<file path="config.mk">
export PLATFORM = sky130hd
export DESIGN_NAME = edge_detect_multi
export DESIGN_NICKNAME = d
export VERILOG_FILES = /design/src/rtl/edge_detect_multi_pkg.sv /design/src/rtl/edge_detect_multi_chan.sv /design/src/rtl/edge_detect_multi.sv
export SDC_FILE = /design/constraint.sdc
export NUM_CORES = 1
export LEC_CHECK = 0
export BUFFER_PORTS_ARGS = -buffer_cell sky130_fd_sc_hd__buf_2
export CORE_MARGIN = 3
export CORE_UTILIZATION = 35
export DETAILED_ROUTE_END_ITERATION = 10
export HOLD_SLACK_MARGIN = 0.05
export PLACE_DENSITY = 0.62
export SLEW_MARGIN = 20
export SYNTH_ARGS = -nofsm -noshare
export SYNTH_HDL_FRONTEND = slang
export SYNTH_SLANG_ARGS = --single-unit
export TNS_END_PERCENT = 5
</file>
<file path="constraint.sdc">
create_clock -name Clk -period 1.63 [get_ports Clk]
set_input_delay 0.0815 -clock Clk [delete_from_list [all_inputs] [get_ports Clk]]
set_output_delay 0.0815 -clock Clk [all_outputs]
set_load 0.01 [all_outputs]
</file>
<file path="src/rtl/edge_detect_multi_pkg.sv">
// Shared constants for the multi-channel edge detector: mode encodings and
// default parameter values.
package edge_detect_multi_pkg;

  localparam logic [1:0] MODE_OFF  = 2'b00;
  localparam logic [1:0] MODE_RISE = 2'b01;
  localparam logic [1:0] MODE_FALL = 2'b10;
  localparam logic [1:0] MODE_BOTH = 2'b11;

  localparam int DEF_N           = 8;
  localparam int DEF_SYNC_STAGES = 2;
  localparam int DEF_CNT_W       = 8;

  function automatic logic edge_hit(input logic [1:0] mode, input logic level,
                                    input logic prev);
    logic rise_en;
    logic fall_en;
    rise_en = (mode == MODE_RISE) || (mode == MODE_BOTH);
    fall_en = (mode == MODE_FALL) || (mode == MODE_BOTH);
    return (rise_en && level && !prev) || (fall_en && !level && prev);
  endfunction

endpackage

</file>
<file path="src/rtl/edge_detect_multi_chan.sv">
// One channel: synchroniser, edge compare, registered pulse, sticky flag and,
// with EDGE_DETECT_MULTI_EDGE_COUNT_EN, a saturating event counter.
module edge_chan
  import edge_detect_multi_pkg::*;
#(
  parameter int SYNC_STAGES = DEF_SYNC_STAGES
`ifdef EDGE_DETECT_MULTI_EDGE_COUNT_EN
  , parameter int CNT_W = DEF_CNT_W
`endif
) (
  input  logic       clk,
  input  logic       reset_n,
  input  logic       raw,
  input  logic [1:0] mode,
  input  logic       armed,
  input  logic       clr,
  output logic       level,
  output logic       pulse,
  output logic       sticky,
  output logic       sticky_next
`ifdef EDGE_DETECT_MULTI_EDGE_COUNT_EN
  , output logic [CNT_W-1:0] count
`endif
);

  logic [SYNC_STAGES-1:0] sync_q;
  logic                   prev_q;
  logic                   pulse_q;
  logic                   sticky_q;
  logic                   ev;

  assign level       = sync_q[SYNC_STAGES-1];
  assign ev          = armed && edge_hit(mode, level, prev_q);
  // Set beats clear when both land on the same edge.
  assign sticky_next = ev | (sticky_q & ~clr);
  assign pulse       = pulse_q;
  assign sticky      = sticky_q;

  always_ff @(posedge clk) begin
    if (!reset_n) begin
      sync_q   <= '0;
      prev_q   <= 1'b0;
      pulse_q  <= 1'b0;
      sticky_q <= 1'b0;
    end else begin
      sync_q[0] <= raw;
      for (int s = 1; s < SYNC_STAGES; s++) sync_q[s] <= sync_q[s-1];
      prev_q   <= level;
      pulse_q  <= ev;
      sticky_q <= sticky_next;
    end
  end

`ifdef EDGE_DETECT_MULTI_EDGE_COUNT_EN
  localparam logic [CNT_W-1:0] CNT_MAX = '1;
  logic [CNT_W-1:0] cnt_q;

  assign count = cnt_q;

  always_ff @(posedge clk) begin
    if (!reset_n) begin
      cnt_q <= '0;
    end else if (clr) begin
      cnt_q <= ev ? CNT_W'(1) : '0;
    end else if (ev && (cnt_q != CNT_MAX)) begin
      cnt_q <= cnt_q + CNT_W'(1);
    end
  end
`endif

endmodule

</file>
<file path="src/rtl/edge_detect_multi.sv">
// N-channel synchronised edge detector with sticky flags and AnyEvent summary.
// Define EDGE_DETECT_MULTI_EDGE_COUNT_EN to add per-channel event counters.
module edge_detect_multi
  import edge_detect_multi_pkg::*;
#(
  parameter int N           = DEF_N,
  parameter int SYNC_STAGES = DEF_SYNC_STAGES,
  parameter int CNT_W       = DEF_CNT_W
) (
  input  logic           Clk,
  input  logic           Reset_n,
  input  logic [N-1:0]   In,
  input  logic [2*N-1:0] Mode,
  input  logic [N-1:0]   Clr,
  output logic [N-1:0]   Level,
  output logic [N-1:0]   Pulse,
  output logic [N-1:0]   Sticky,
  output logic           AnyEvent
`ifdef EDGE_DETECT_MULTI_EDGE_COUNT_EN
  , output logic [N*CNT_W-1:0] Count
`endif
);

  if (N < 1 || SYNC_STAGES < 1 || CNT_W < 1) begin : g_bad_params
    $error("edge_detect_multi: N, SYNC_STAGES and CNT_W must all be >= 1");
  end

  // Arm window covers the sync chain plus the Prev stage, so an input already
  // high at reset never looks like a rising edge.
  localparam int              ARM_W    = $clog2(SYNC_STAGES + 2);
  localparam logic [ARM_W-1:0] ARM_INIT = ARM_W'(SYNC_STAGES + 1);

  logic [ARM_W-1:0] arm_q;
  logic             armed;
  logic [N-1:0]     sticky_next;
  logic             any_q;

  assign armed    = (arm_q == '0);
  assign AnyEvent = any_q;

  always_ff @(posedge Clk) begin
    if (!Reset_n) begin
      arm_q <= ARM_INIT;
      any_q <= 1'b0;
    end else begin
      if (!armed) arm_q <= arm_q - ARM_W'(1);
      any_q <= |sticky_next;
    end
  end

  for (genvar gi = 0; gi < N; gi++) begin : g_chan
    edge_chan #(
      .SYNC_STAGES(SYNC_STAGES)
`ifdef EDGE_DETECT_MULTI_EDGE_COUNT_EN
      , .CNT_W(CNT_W)
`endif
    ) u_chan (
      .clk        (Clk),
      .reset_n    (Reset_n),
      .raw        (In[gi]),
      .mode       (Mode[2*gi+1 -: 2]),
      .armed      (armed),
      .clr        (Clr[gi]),
      .level      (Level[gi]),
      .pulse      (Pulse[gi]),
      .sticky     (Sticky[gi]),
      .sticky_next(sticky_next[gi])
`ifdef EDGE_DETECT_MULTI_EDGE_COUNT_EN
      , .count    (Count[gi*CNT_W +: CNT_W])
`endif
    );
  end

endmodule

</file>
=== Word-level counts from Yosys, hierarchy flattened ===
Cells that the tools add are included.
Widths: inputs -> output; s select.

* Output and inout port bits: 25
* Bits of input ports: 34
* Register bits after elaboration: 43
* Logic and storage cells: 165

* Add/subtract/negate cells: 1
* Bitwise gates (word level): 24
* Reductions and logical operators: 82
* Equal/unequal tests: 24

{| class="wikitable"
|+ Operators with widths
! operator !! number
|-
| $logic_and 1x1->1 || 40
|-
| $eq 2x2->1 const B || 16
|-
| $logic_or 1x1->1 || 24
|-
| $eq 2x1->1 const B || 8
|-
| $logic_not 1->1 || 16
|-
| $and 1x1->1 || 8
|-
| $not 1->1 || 8
|-
| $or 1x1->1 || 8
|-
| $reduce_or 8->1 || 1
|-
| $logic_not 2->1 || 1
|-
| $sub 2x1->2 const B || 1
|}

=== Logic depth before layout (Yosys ltp) ===
* Depth in word-level cells: 8
* Mapped depth: 8
* Gate-level depth less buffers: 6

=== By module ===
A second synthesis with hierarchy kept.

* Cells, all modules: 134
* Area total of the unflattened synthesis: 1554.0 um2

{| class="wikitable"
|+ Modules (own cells, without submodules)
! module !! cells an instance !! area an instance (um2) !! times used !! sequential area each (um2)
|-
| edge_chan || 15 || 176.4 || 8 || 100.1
|-
| edge_detect_multi || 14 || 142.6 || 1 || 60.1
|}

=== Worst setup path after synthesis ===
OpenSTA, ideal clock, no wires.

* Kind: register to register
* Start: register arm_q[0]
* End: register any_q, in the netlist AnyEvent
* Data required time: 1505 ps
* Library setup time: 125 ps
* Clock period less this slack: 1395 ps
* Setup slack: 235 ps
* Data arrival time: 1270 ps
* Path buffers: 2
* Cell stages (with the launch flop): 9
* Cell sequence: dfxtp_1 > inv_1 > ha_1 > buf_6 > buf_12 > nand4b_4 > nand3_2 > nor4_2 > a21boi_1

* Word-level cells in the longest chain between the ends: 4
* Elaborated cells on any way between the ends: 18
* Those cells by class: bitwise: 8; reduce/logical: 10

{| class="wikitable"
|+ RTL lines
! element !! line !! text
|-
| start: declaration || edge_detect_multi.sv:33 || <nowiki>logic [ARM_W-1:0] arm_q;</nowiki>
|-
| start signal: assignment || edge_detect_multi.sv:46 || <nowiki>if (!armed) arm_q <= arm_q - ARM_W'(1);</nowiki>
|-
| $logic_not 2->1 (*) || edge_detect_multi.sv:38 || <nowiki>assign armed = (arm_q == '0);</nowiki>
|-
| $logic_and 1x1->1 || edge_detect_multi_chan.sv:33 || <nowiki>assign ev = armed && edge_hit(mode, level, prev_q);</nowiki>
|-
| $or 1x1->1 || edge_detect_multi_chan.sv:35 || <nowiki>assign sticky_next = ev | (sticky_q & ~clr);</nowiki>
|-
| $reduce_or 8->1 (*) || edge_detect_multi.sv:47 || <nowiki>any_q <= |sticky_next;</nowiki>
|-
| end signal: assignment || edge_detect_multi.sv:47 ||
|-
| end: declaration || edge_detect_multi.sv:36 || <nowiki>logic any_q;</nowiki>
|}

Mark *: on every way between the ends. The rest lies on a longest branch, timed or not.
A chain may end at the register's enable or synchronous reset.

=== Final worst setup path ===
Ends and elaborated chain as after synthesis.

==> impl_metrics.toml <==
[placed_design]
io_buffers = 58
place_area_um2 = 1840
hpwlAfterDp_um = 2160
place_congestion = 0.730

[floorplanning]
ios = 59
fp.dieH_um = 75.6
start_util_pct = 37.6
core-area_um2 = 4500
die_area_um2 = 5710
die_width_um = 75.6
rows = 24

[yosys]
post-synth-top-count-cell = "dfxtp_1"
syn_area_per_cell_um2 = 10.9
synth-edff-count = 0
synthArstFlopShare_pct = 0
yosysWarnings = 0
yosysSeqAreaShare_pct = 50.8
synthFlopType = "dfxtp_1"
ys_types = 21
synth-seq-cells = 43
synthesis.nets = 190
synthCells = 155
netlist_top_cells_area = "dfxtp_1 (51%), and2_1 (12%), buf_4 (11%), nand4b_1 (6.7%), a21boi_0 (3.5%)"
synth_area_leader_cell = "dfxtp_1"
synth.top_cell.area_share_pct = 50.8
syn_area_um2 = 1690
synthTopCellsByCount = "dfxtp_1 (43), and2_1 (32), buf_4 (24), nand4b_1 (13)"

[sta]
rsz0062_at_grt = "no"
tns_ns = 0
timing.fmax_mhz = 673
setup-violations-final = 0
period_minus_slack_ns = 1.49
maxSlewViolCount = 0
finalHoldViolations = 0
worst_slew_pin_slew_ns = 0.560
fin_skew_ns = 0.00472
fin_crit_sh_pct = 91.2
relSlewSlack_pct = 62.7

[cells_and_area]
antenna_cells = 0
drive_gt1_share_pct = 39.1
fin_nets = 236
syn_to_final_growth_pct = 23.0
design_area_um2 = 2080
fillers = 422
fin_util_pct = 46.3

[worst_setup_path]
cp.arrival_ns = 1.66
crit_path_start_kind = "flop"
cp-end-kind = "flop"
worstPathRequired_ns = 1.81
crit_type = "flop to flop"
worst-path-max-fanout = 8
r2r_cells = 7

[detailed_routing]
routedWlPerCell_um = 11.8
drt_pass1_iterations = 2
via_count = 1122
vias_per_cell = 4.42
postRouteAntennaNets = 0
routed_wl_um = 3000
drtIter0Drc = 41
drc = 0

[clock_tree]
clockRootBuffer = "clkbuf_8"
clock_latency_ns = 0.29
cts_buffers = 5
cts.clk_slew.worst_paths_ns = 0.08
cts_tree = "done"
cts.sinks = 43
cts_max_level = 2
cts_buffer_depth = 2

[global_routing]
first_global_vias = 1089
grt_first_pass_wirelength_um = 4840
grt_max_degree = 44
grt_use_total_pct = 11.4
antenna_found_initial = 0
grt-ovfl-total = 0

[run_status]
status = "completed"

[worst_hold_path]
min_path_type = "primary input to flop"
min_path_cells = 3

[power]
leakagePower_uw = 0.00103
power_uw = 2260
power.density_nw_per_um2 = 1090
peakVddDrop_uv = 454

[run]
cap_violations = 0
## registers in the layout (all words and copies together), names as in the netlist
signal	count
g_chan.u_chan.sync_q	16
g_chan.u_chan.pulse	8
AnyEvent	1
g_chan.u_chan.sticky	8
arm_q	2
g_chan.u_chan.prev_q	8
## layout make-up
class	instances	area (µm²)	share of cell area (%)
Multi-Input combinational cell	80	622	29.8
Clock buffer	5	68.8	3.30
Clock inverter	3	67.6	3.24
Inverter	2	7.51	0.360
Timing Repair Buffer	69	393	18.8
Tap cell	52	65.1	3.12
Sequential cell	43	861	41.3
## cells in the final DEF, fill, tap and decap left out
master         Yosys  routed
buf_2              0      58
dfxtp_1           43      43
and2_1            32      32
nand4b_1          13      13
nand2b_1           8       8
a21boi_0           8       8
dlygate4sd3_1      0       8
clkbuf_8           0       5
nand3_1            5       4
nand3_2            3       4
buf_4             24       3
inv_1              2       2
nand2_1            2       2
nand4b_2           2       2
bufinv_16          0       2
xor2_1             1       1
mux2_1             1       1
nand4b_4           1       1
nor4_2             1       1
nor4_4             0       1
a21boi_1           1       1
ha_2               0       1
clkinvlp_4         0       1
## through the flow
stage	worst slack [ns]	hold slack [ns]	instances
2_1_floorplan	0.235	0.209	155
3_3_place_gp	0.0625	0.288	237
3_5_place_dp	0.0483	0.290	237
4_1_cts	0.0333	0.0950	253
5_1_grt	0.0232	0.108	254
6_report	0.144	0.106	254
## worst paths after layout
kind | slack, ns | endpoint | startpoint
max reg2reg | 0.14 | AnyEvent$_SDFF_PN0_ | arm_q[0]$_SDFFE_PN1N_
min reg2reg | 0.43 | g_chan[7].u_chan.sync_q[1]$_SDFF_PN0_ | g_chan[7].u_chan.sync_q[0]$_SDFF_PN0_
max | 0.14 | AnyEvent$_SDFF_PN0_ | arm_q[0]$_SDFFE_PN1N_
min | 0.11 | g_chan[6].u_chan.pulse$_SDFF_PN0_ | Mode[12]
## critical path, cell delays in order (launching register included)
cell      delay [ns]
dfxtp_1         0.35
inv_1           0.05
ha_2            0.20
buf_4           0.17
nand4b_1        0.13
nand3_2         0.11
nor4_4          0.27
a21boi_1        0.09
## power by group
group          total (µW)  switching, µW  internal [µW]
sequential           1110           17.2           1090
combinational         181           79.3            102
clock                 976            365            611
## layer usage
metal  GRT usage (%)  vias up  wire, µm
li1                -      585         -
met1            13.7      505      1350
met2            18.4       27      1400
met3            3.96        5       181
met4            5.24        0        59
met5               0        -         0
## cell families after synthesis
family	after synthesis	share of synthesized area (%)
AOI/OAI and AO/OA	9	3.99
xor gates and xnor gates	1	0.517
adders and majority gates	1	0.738
buffers and inverters	32	13.8
DFF	43	50.8
muxes	1	0.665
and+or+nand+nor	68	29.5
## what timing repair did
action | CTS | global route
hold buffers | 8 | 0
endpoints found under the hold margin | 8 | 0
buffers inserted | 0 | 1
endpoints found under the setup margin | 0 | 1
gates resized for setup | 0 | 4
Power figures use the tool's default switching activity.
